`src/rtl/wb_arbiter.sv`:
```
// Round-robin Wishbone classic arbiter: one slave port shared by master_count masters, whole CYC bursts per grant.
// Optional stall watchdog enabled by defining WB_ARB_TIMEOUT_EN.
module wb_arbiter #(
  parameter int adr_width      = 32,
  parameter int dat_width      = 32,
  parameter int sel_width      = dat_width / 8,
  parameter int master_count   = 2,
  parameter int timeout_cycles = 255
) (
  input  logic                                clock,
  input  logic                                reset,
  input  logic [master_count*adr_width-1:0]   wb_m_adr,
  input  logic [master_count*dat_width-1:0]   wb_m_datwr,
  output logic [master_count*dat_width-1:0]   wb_m_datrd,
  input  logic [master_count-1:0]             wb_m_we,
  input  logic [master_count-1:0]             wb_m_stb,
  output logic [master_count-1:0]             wb_m_ack,
  output logic [master_count-1:0]             wb_m_err,
  input  logic [master_count-1:0]             wb_m_cyc,
  input  logic [master_count*sel_width-1:0]   wb_m_sel,
  output logic [adr_width-1:0]                wb_s_adr,
  output logic [dat_width-1:0]                wb_s_datwr,
  input  logic [dat_width-1:0]                wb_s_datrd,
  output logic                                wb_s_we,
  output logic                                wb_s_stb,
  input  logic                                wb_s_ack,
  output logic                                wb_s_cyc,
  output logic [sel_width-1:0]                wb_s_sel,
  output logic [master_count-1:0]             grant
);

  localparam int IW = (master_count > 1) ? $clog2(master_count) : 1;

  typedef enum logic {IDLE = 1'b0, BUSY = 1'b1} state_t;

  state_t                  state_q;
  logic [master_count-1:0] grant_q;
  logic [IW-1:0]           gidx_q;
  logic [IW-1:0]           last_q;

  logic [adr_width-1:0] m_adr   [master_count];
  logic [dat_width-1:0] m_datwr [master_count];
  logic [sel_width-1:0] m_sel   [master_count];

  genvar gi;
  generate
    for (gi = 0; gi < master_count; gi++) begin : g_slice
      assign m_adr[gi]   = wb_m_adr[gi*adr_width +: adr_width];
      assign m_datwr[gi] = wb_m_datwr[gi*dat_width +: dat_width];
      assign m_sel[gi]   = wb_m_sel[gi*sel_width +: sel_width];
    end
  endgenerate

  // Rotating search: the lowest offset from last_q+1 wins, so scan offsets from far to near.
  logic          pick_valid;
  logic [IW-1:0] pick_idx;
  logic [IW-1:0] cand_idx;
  int unsigned   cand;

  always_comb begin
    pick_valid = 1'b0;
    pick_idx   = '0;
    cand       = 0;
    cand_idx   = '0;
    for (int i = master_count; i >= 1; i--) begin
      cand     = (int'(last_q) + i) % master_count;
      cand_idx = IW'(cand);
      if (wb_m_cyc[cand_idx]) begin
        pick_valid = 1'b1;
        pick_idx   = cand_idx;
      end
    end
  end

  logic busy;
  logic g_cyc;
  logic stb_raw;
  logic timeout_hit;

  assign busy    = (state_q == BUSY);
  assign g_cyc   = wb_m_cyc[gidx_q];
  assign stb_raw = busy & g_cyc & wb_m_stb[gidx_q];

`ifdef WB_ARB_TIMEOUT_EN
  localparam int CW = $clog2(timeout_cycles + 1);
  logic [CW-1:0] cnt_q, cnt_d;

  assign timeout_hit = busy & (cnt_q == CW'(timeout_cycles));

  always_comb begin
    cnt_d = cnt_q;
    if (!busy || !g_cyc || wb_s_ack || timeout_hit) begin
      cnt_d = '0;
    end else if (stb_raw) begin
      cnt_d = cnt_q + 1'b1;
    end
  end

  always_ff @(posedge clock or negedge reset) begin
    if (!reset) begin
      cnt_q <= '0;
    end else begin
      cnt_q <= cnt_d;
    end
  end
`else
  assign timeout_hit = 1'b0;
`endif

  assign wb_s_cyc   = busy & g_cyc;
  assign wb_s_stb   = stb_raw & ~timeout_hit;
  assign wb_s_adr   = busy ? m_adr[gidx_q]   : '0;
  assign wb_s_datwr = busy ? m_datwr[gidx_q] : '0;
  assign wb_s_sel   = busy ? m_sel[gidx_q]   : '0;
  assign wb_s_we    = busy & wb_m_we[gidx_q];
  assign grant      = grant_q;

  generate
    for (gi = 0; gi < master_count; gi++) begin : g_ret
      assign wb_m_ack[gi] = grant_q[gi] & wb_s_ack & wb_s_stb;
      assign wb_m_err[gi] = grant_q[gi] & timeout_hit;
      assign wb_m_datrd[gi*dat_width +: dat_width] = grant_q[gi] ? wb_s_datrd : '0;
    end
  endgenerate

  always_ff @(posedge clock or negedge reset) begin
    if (!reset) begin
      state_q <= IDLE;
      grant_q <= '0;
      gidx_q  <= '0;
      last_q  <= IW'(master_count - 1);
    end else begin
      case (state_q)
        IDLE: begin
          if (pick_valid) begin
            state_q <= BUSY;
            grant_q <= {{(master_count-1){1'b0}}, 1'b1} << pick_idx;
            gidx_q  <= pick_idx;
          end
        end
        BUSY: begin
          // Owner keeps the bus until its cyc drops; the release edge forces one idle cycle.
          if (!g_cyc) begin
            state_q <= IDLE;
            grant_q <= '0;
            last_q  <= gidx_q;
          end
        end
        default: state_q <= IDLE;
      endcase
    end
  end

endmodule

```
`config.mk`:
```
export PLATFORM = sky130hd
export DESIGN_NAME = wb_arbiter
export DESIGN_NICKNAME = d
export VERILOG_FILES = /design/src/rtl/wb_arbiter.sv
export SDC_FILE = /design/constraint.sdc
export NUM_CORES = 1
export LEC_CHECK = 0
export ABC_AREA = 1
export ABC_CLOCK_PERIOD_IN_PS = 2500
export CORE_AREA = 3 3 121 123
export DETAILED_ROUTE_END_ITERATION = 7
export DIE_AREA = 0 0 124 126
export PLACE_DENSITY_LB_ADDON = 0.3
export SKIP_CTS_REPAIR_TIMING = 1
export SLEW_MARGIN = 20
export SYNTH_ARGS = -nofsm -noshare
export SYNTH_HDL_FRONTEND = slang
export SYNTH_SLANG_ARGS = --single-unit
```
`constraint.sdc`:
```
create_clock -name clock -period 2.5 [get_ports clock]
set_clock_uncertainty 0.05 [all_clocks]
set_input_delay 0.5 -clock clock [delete_from_list [all_inputs] [get_ports clock]]
set_output_delay 0.5 -clock clock [all_outputs]
set_load 0.05 [all_outputs]
```
==> metrics.log, run 1 <==
INFO  metric cts_made_buffers = 3
INFO  metric clkTransAtPathRegs = 30 ps
INFO  metric finalWorstPathRequiredPeriod = 2310 ps
INFO  metric max-vdd-ir-drop = between 0.9 and 1 mV
INFO  metric detailedRoute.firstIterationViolations = ~100
INFO  metric achievable-frequency = around 430 MHz
INFO  metric drcViolationCount = 0
INFO  metric seqCellArea = 129 sq um
INFO  metric area_share_of_the_leading_cell_type_in_the_synthesized_netlist = between 20 and 30%
INFO  metric insertedDiodeCount = 0
INFO  metric cts-root-buf = clkbuf_16
INFO  metric adder_cell_fraction_of_synth_area = 0%
INFO  metric design_power_total = between 9000 and 10000 uW
INFO  metric hold_viol = 0
INFO  metric route.final.wire_length = approximately 12000 um
INFO  metric portBuffers = 315
INFO  metric initial_core_util = around an eighth
INFO  metric leakagePower = roughly 0.0032 uW
INFO  metric worstReg2RegEnd = grant[0]$_DFFE_PN0P_
INFO  metric netSwitchingFraction = between 50% and 60%
INFO  metric post_synthesis_cells = 405
INFO  metric antenna_left = 0
INFO  metric muxShareOfSynthArea = 0%
INFO  metric run_status = completed
INFO  metric p_int = 4270 uW
INFO  metric h-tree-depth = 1
INFO  metric synth_warnings = 0
INFO  metric first_pass_iters = 4
INFO  metric crit_path_end_kind = output pin
INFO  metric clkPwrFrac = under 10%
INFO  metric grt_antenna_before_repair = 0
INFO  metric ys_seq_elements = 5
INFO  metric fillerInstances = 1328
INFO  metric vias = 3421
INFO  metric netlist_area = 1830 sq um
INFO  metric syn_avg_cell_area = ~4.5 sq um
INFO  metric setup-tns-final = 0 ps
INFO  metric netSwitchingPower = roughly 5300 uW
INFO  metric cts_tree = yes
INFO  metric worstHoldStart = last_q$_DFFE_PN1P_
INFO  metric final_area = roughly 6600 sq um
INFO  metric groute.usage.overall = between 10% and 20%
INFO  metric grt_pass1_wl = 17300 um
INFO  metric synth_compound_gate_area_share = about a fifth
INFO  metric nNetsFinal = approximately 880
INFO  metric clockBufferDepth = 2
INFO  metric die_w = roughly 120 um
INFO  metric arrival = 1760 ps
INFO  metric tritoncts_num_sinks = 5
INFO  metric rsz0062_at_grt = false
INFO  metric synthMostInstantiatedCell = nor2_1
INFO  metric post-dp-hpwl = around 10000 um
INFO  metric power_frac_seq = 2.3%
INFO  metric floorplan.die_area = about 16000 sq um
INFO  metric yosys_most_used_dff = dfrtp_1
INFO  metric ys_top_cells_by_count = 141 x nor2_1, 77 x nand2_1, 70 x o21ai_0, 68 x inv_1, 15 x buf_2
INFO  metric hp-class = flip-flop to flip-flop
INFO  metric num_rows = between 40 and 50
INFO  metric timing.reg2reg.setup_slack = ~1200 ps
INFO  metric r2r-start = gidx_q$_DFFE_PN0P_
INFO  metric synth-xor-area-share = 0%
INFO  metric core_area = roughly 14000 sq um
INFO  metric critical_path.startpoint_type = input port
INFO  metric pwr-share-comb = between 90% and 100%
INFO  metric crit_fanout = 4
INFO  metric drt-wirelength-per-cell = ~14 um
INFO  metric first_global_vias = approximately 3200
INFO  metric critical_path_class = input port to output pin
INFO  metric multi_input_area = ~1200 sq um
INFO  metric worst_ep_required_time = ~2000 ps
INFO  metric clk-insertion-delay-late = ~230 ps
INFO  metric ff2ff_path_depth = 5
INFO  metric pwr_density_cell = between 1000 and 1500 nW/um^2
INFO  metric grt_max_degree = 71
INFO  metric synth.distinct_cells = 18
INFO  metric largest_family_of_logic_cells_by_synthesized_area = simple AND/OR/NAND/NOR gates
INFO  metric post-synth-top-area-cell = nor2_1
INFO  metric post_dp_cell_area = around 6500 sq um
INFO  metric gpl.final_weighted_congestion = roughly 0.75
INFO  metric layout_worst_path_cycle_share = just over 90%
INFO  metric die_h = 126 um
INFO  metric boundaryPins = ~320
INFO  metric synth_area_leaders = nor2_1 29%, o21ai_0 19%, nand2_1 16%, inv_1 14%, dfrtp_1 5.5%
INFO  metric area_delta_synth_final = 259%
INFO  metric grt_overflow = 0
INFO  metric post_synth_and_or_nand_nor_area_fraction = between 40% and 50%
INFO  metric dpl.cell_count = between 800 and 900
INFO  metric count_of_non_filler_cells_in_the_finished_layout = approximately 900
INFO  metric async_reset_ff_share = 100%
INFO  metric finalSetupViolations = 0
INFO  metric cap_viol_max_count = 0
INFO  metric route.detailed.vias_per_inst = between 3 and 4
INFO  metric finalMaxSlewViolations = 0
INFO  metric hold_path_end = last_q$_DFFE_PN1P_
INFO  metric synth_enable_flop_cells = 0
INFO  metric holdPathStages = 2
INFO  metric yosysSeqAreaShare = 6.91%
INFO  metric final_layout_size_suffix_gt1_share = 22.5%
-- sequential cells by signal (all words and copies together) (netlist names) --
signal,cells
grant,2
gidx_q,1
last_q,1
busy,1
-- stage by stage --
| step | util [%] | hold WS [ps] | setup WS (ps) |
|---|---|---|---|
| after floorplan | - | 154 | 399 |
| after global placement | 47.1 | 418 | 166 |
| after detailed placement | 47.1 | 422 | 143 |
| after CTS | 47.7 | 427 | 138 |
| after global routing | 47.7 | 456 | 34.2 |
| final | 47.7 | 425 | 188 |
-- per-layer routing --
metal	track usage, %	vias to the layer above	routed length, um	share of wire (%)
met2	26.4	177	6320	53
met3	4.67	6	1380	12
met5	0	-	0	0
met4	2.64	0	99	0.83
met1	14.8	1460	4080	34
li1	-	1778	-	-
-- logic make-up after synthesis --
group | after synthesis
flops | 5
other cells | 1
compound gates | 72
simple gates | 225
buf+inv | 102
-- worst max path at each step --
stage	start	end	slack (ps)	cells past startpoint
4_1_cts	wb_m_cyc[1]	wb_m_ack[0]	140	6
2_1_floorplan	grant[0]$_DFFE_PN0P_	wb_m_ack[0]	400	3
3_5_place_dp	wb_m_cyc[1]	wb_m_ack[0]	140	6
3_3_place_gp	wb_m_cyc[1]	wb_m_ack[1]	170	6
5_1_grt	gidx_q$_DFFE_PN0P_	wb_m_ack[1]	30	6
6_report	wb_m_cyc[1]	wb_m_ack[0]	190	6
-- cells in the final DEF (no fill, tap or decap) --
cell	instances
buf_12	142
buf_4	4
clkbuf_1	1
clkbuf_16	3
clkdlybuf4s50_1	176
conb_1	2
dfrtp_1	2
dfrtp_2	2
dfstp_2	1
inv_1	68
inv_6	1
nand2_1	77
nand2_2	2
nand3_1	4
nand3_2	1
nor2_1	141
o21ai_0	70
o21ai_1	1
o21ai_2	1
-- area by class of cell --
cell class / count / share of cell area, %
multi-input cells: 299 / 18.8
well taps: 180 / 3.43
flip-flops and latches: 5 / 1.96
repair buffers: 322 / 70.6
inverters: 69 / 4.02
clock buffers: 4 / 1.20
-- worst max-delay path, stage by stage --
cell             delay (ps)
clkdlybuf4s50_1         540
nand2_1                  90
nand2_1                 140
nand3_2                 120
nor2_1                  200
buf_12                  170
-- power groups by stage --
stage | Combinational, uW | Sequential (uW) | Clock (uW)
floorplan | 4590 | 186 | 0
global placement | 9120 | 229 | 0
detailed placement | 9170 | 233 | 0
CTS | 9180 | 232 | 267
global route | 9470 | 241 | 271
finish | 9060 | 224 | 263
(Power assumes the default switching activity.)
==> run 2: changes to the inputs <==
--- a/config.mk
+++ b/config.mk
@@ -11,6 +11,7 @@
 export DETAILED_ROUTE_END_ITERATION = 7
 export DIE_AREA = 0 0 124 126
 export PLACE_DENSITY_LB_ADDON = 0.3
+export SETUP_SLACK_MARGIN = 0.02
 export SKIP_CTS_REPAIR_TIMING = 1
 export SLEW_MARGIN = 20
 export SYNTH_ARGS = -nofsm -noshare
==> results of run 2 <==
Same layout as run 1: the final DEF is identical, and so are final timing and power.
==> run 3: changes to the inputs <==
--- a/config.mk
+++ b/config.mk
@@ -10,6 +10,7 @@
 export CORE_AREA = 3 3 121 123
 export DETAILED_ROUTE_END_ITERATION = 7
 export DIE_AREA = 0 0 124 126
+export GPL_TIMING_DRIVEN = 0
 export PLACE_DENSITY_LB_ADDON = 0.3
 export SETUP_SLACK_MARGIN = 0.02
 export SKIP_CTS_REPAIR_TIMING = 1
==> metrics.log, run 3 (synthesis results as in run 1) <==
INFO  metric cts_tree = yes (unchanged)
INFO  metric post-dp-hpwl = 9590 um (was 10000 um)
INFO  metric clockBufferDepth = 2 (unchanged)
INFO  metric route.detailed.vias_per_inst = 3.84 (was 3.89)
INFO  metric largest_register_ff_count = 2 (unchanged)
INFO  metric floorplan.die_area = 15600 sq um (unchanged)
INFO  metric timing.final.ws_setup = 76.3 ps (was 188 ps)
INFO  metric nNetsFinal = 903 (was 877)
INFO  metric timing.reg2reg.setup_slack = 1380 ps (was 1170 ps)
INFO  metric first_pass_iters = 4 (unchanged)
INFO  metric timing.max_slew.rel_slack = a little over three fifths
INFO  metric hold_viol = 0 (unchanged)
INFO  metric dpl.cell_count = 901 (was 875)
INFO  metric critical_path.startpoint_type = input port (unchanged)
INFO  metric insertedDiodeCount = 0 (unchanged)
INFO  metric rsz0062_at_grt = false (unchanged)
INFO  metric initial_core_util = 13.3% (unchanged)
INFO  metric leakagePower = 0.00445 uW (was 0.00319 uW)
INFO  metric final_layout_size_suffix_gt1_share = 6.34% (was 22.5%)
INFO  metric setup-tns-final = 0 ps (unchanged)
INFO  metric die_w = 124 um (unchanged)
INFO  metric first_global_vias = 3174 (was 3235)
INFO  metric finalMaxSlewViolations = 0 (unchanged)
INFO  metric gpl.final_weighted_congestion = 0.779 (was 0.748)
INFO  metric detailedRoute.firstIterationViolations = 100 (was 102)
INFO  metric grt_max_degree = 11 (was 71)
INFO  metric cap_viol_max_count = 0 (unchanged)
INFO  metric area_delta_synth_final = 206% (was 259%)
INFO  metric cts-root-buf = clkbuf_16 (unchanged)
INFO  metric clkTransAtPathRegs = 30 ps (about the same)
INFO  metric route.final.wire_length = 11600 um (was 11900 um)
INFO  metric most_common_cell_after_layout_fill_and_taps_aside = clkdlybuf4s50_1 (unchanged)
INFO  metric num_rows = 43 (unchanged)
INFO  metric worstHoldStart = last_q$_DFFE_PN1P_ (unchanged)
INFO  metric pwr_density_cell = 1300 nW/um^2 (was 1450 nW/um^2)
INFO  metric crit_fanout = 2 (was 4)
INFO  metric cts_made_buffers = 3 (unchanged)
INFO  metric worstReg2RegEnd = grant[0]$_DFFE_PN0P_ (unchanged)
INFO  metric antenna_left = 0 (unchanged)
INFO  metric preCtsSetupSlack = -379 ps (was 143 ps)
INFO  metric run_status = completed (unchanged)
INFO  metric max-vdd-ir-drop = 0.648 mV (was 0.900 mV)
INFO  metric fillerInstances = 1459 (was 1328)
INFO  metric finalWorstPathRequiredPeriod = 2420 ps (was 2310 ps)
INFO  metric drcViolationCount = 0 (unchanged)
INFO  metric worst_setup_path_startpoint = wb_s_datrd[0] (was wb_m_cyc[1])
INFO  metric grt_antenna_before_repair = 0 (unchanged)
INFO  metric core_area = 13800 sq um (unchanged)
INFO  metric max_slew.worst_pin.slew = approximately 560 ps
INFO  metric worst_ep_required_time = 1950 ps (about the same)
INFO  metric r2r-start = gidx_q$_DFFE_PN0P_ (unchanged)
INFO  metric portBuffers = 315 (unchanged)
INFO  metric h-tree-depth = 1 (unchanged)
INFO  metric boundaryPins = 318 (unchanged)
INFO  metric count_of_non_filler_cells_in_the_finished_layout = 905 (was 879)
INFO  metric crit_path_end_kind = output pin (unchanged)
INFO  metric vias = 3476 (was 3421)
INFO  metric tritoncts_num_sinks = 5 (unchanged)
INFO  metric hp-class = flip-flop to flip-flop (unchanged)
INFO  metric drt-wirelength-per-cell = 12.8 um (was 13.5 um)
INFO  metric finalSetupViolations = 0 (unchanged)
INFO  metric ff2ff_path_depth = 6 (was 5)
INFO  metric grt_pass1_wl = 16200 um (was 17300 um)
INFO  metric layout_worst_path_cycle_share = 96.9% (was 92.5%)
INFO  metric arrival = 1870 ps (was 1760 ps)
INFO  metric layout.cells.most_common_list = 179 x clkdlybuf4s50_1, 141 x nor2_1, 132 x dlymetal6s2s_1, 77 x nand2_1, 70 x o21ai_0 (was 176 x clkdlybuf4s50_1, 142 x buf_12, 141 x nor2_1, 77 x nand2_1, 70 x o21ai_0)
INFO  metric die_h = 126 um (unchanged)
INFO  metric grt_overflow = 0 (unchanged)
INFO  metric groute.usage.overall = 13.0% (was 14.0%)
INFO  metric clk-insertion-delay-late = 220 ps (was 230 ps)
INFO  metric cp-endpoint = wb_m_datrd[0] (was wb_m_ack[0])
INFO  metric achievable-frequency = 413 MHz (was 432 MHz)
INFO  metric critical_path_class = input port to output pin (unchanged)
run 3: cell count changes in the layout (fill, tap and decap cells not counted), sizes merged:
cell           change
dlymetal6s2s     +132
buf              -119
clkbuf            +10
clkdlybuf4s50      +3
run 3: through the flow:
step	hold slack (ps)	utilization [%]	total power (uW)	area, sq um
2_1_floorplan	154	-	4770	1830
3_3_place_gp	420	37.8	7210	5210
3_5_place_dp	417	37.8	7200	5210
4_1_cts	424	38.4	7480	5290
5_1_grt	465	40.7	7710	5600
6_report	422	40.7	7260	5600
run 3: area by class of cell:
type                    count  area [sq um]  area share [%]
plain buffers              33           210            3.75
clock buffers               4          78.8            1.41
inverters                  69           264            4.71
multi-input cells         299          1230            22.0
flip-flops and latches      5           126            2.26
well taps                 180           225            4.02
repair buffers            315          3460            61.8
run 3: worst min-delay path by stage:
stage,endpoint,slack (ps),cells past startpoint
2_1_floorplan,busy$_DFF_PN0_,150,0
3_3_place_gp,last_q$_DFFE_PN1P_,420,2
3_5_place_dp,last_q$_DFFE_PN1P_,420,2
4_1_cts,last_q$_DFFE_PN1P_,420,2
5_1_grt,grant[0]$_DFFE_PN0P_,470,1
6_report,last_q$_DFFE_PN1P_,420,2
run 3: metal layers:
metal	track usage [%]	vias to the layer above	wire [um]
li1	-	1837	-
met1	14.3	1468	4280
met2	24.5	169	6010
met3	3.91	2	1260
met4	2.13	0	42
met5	0	-	0
run 3: worst max-delay path, cell delays in order:
cell             delay, ps
clkdlybuf4s50_1        470
nand2_1                 50
inv_1                   40
clkdlybuf4s50_1        800
run 3: where the power goes:
part	internal, uW	switching (uW)
Combinational	2140	4720
Clock	211	47.5
Sequential	125	15.4
Total	2480	4780
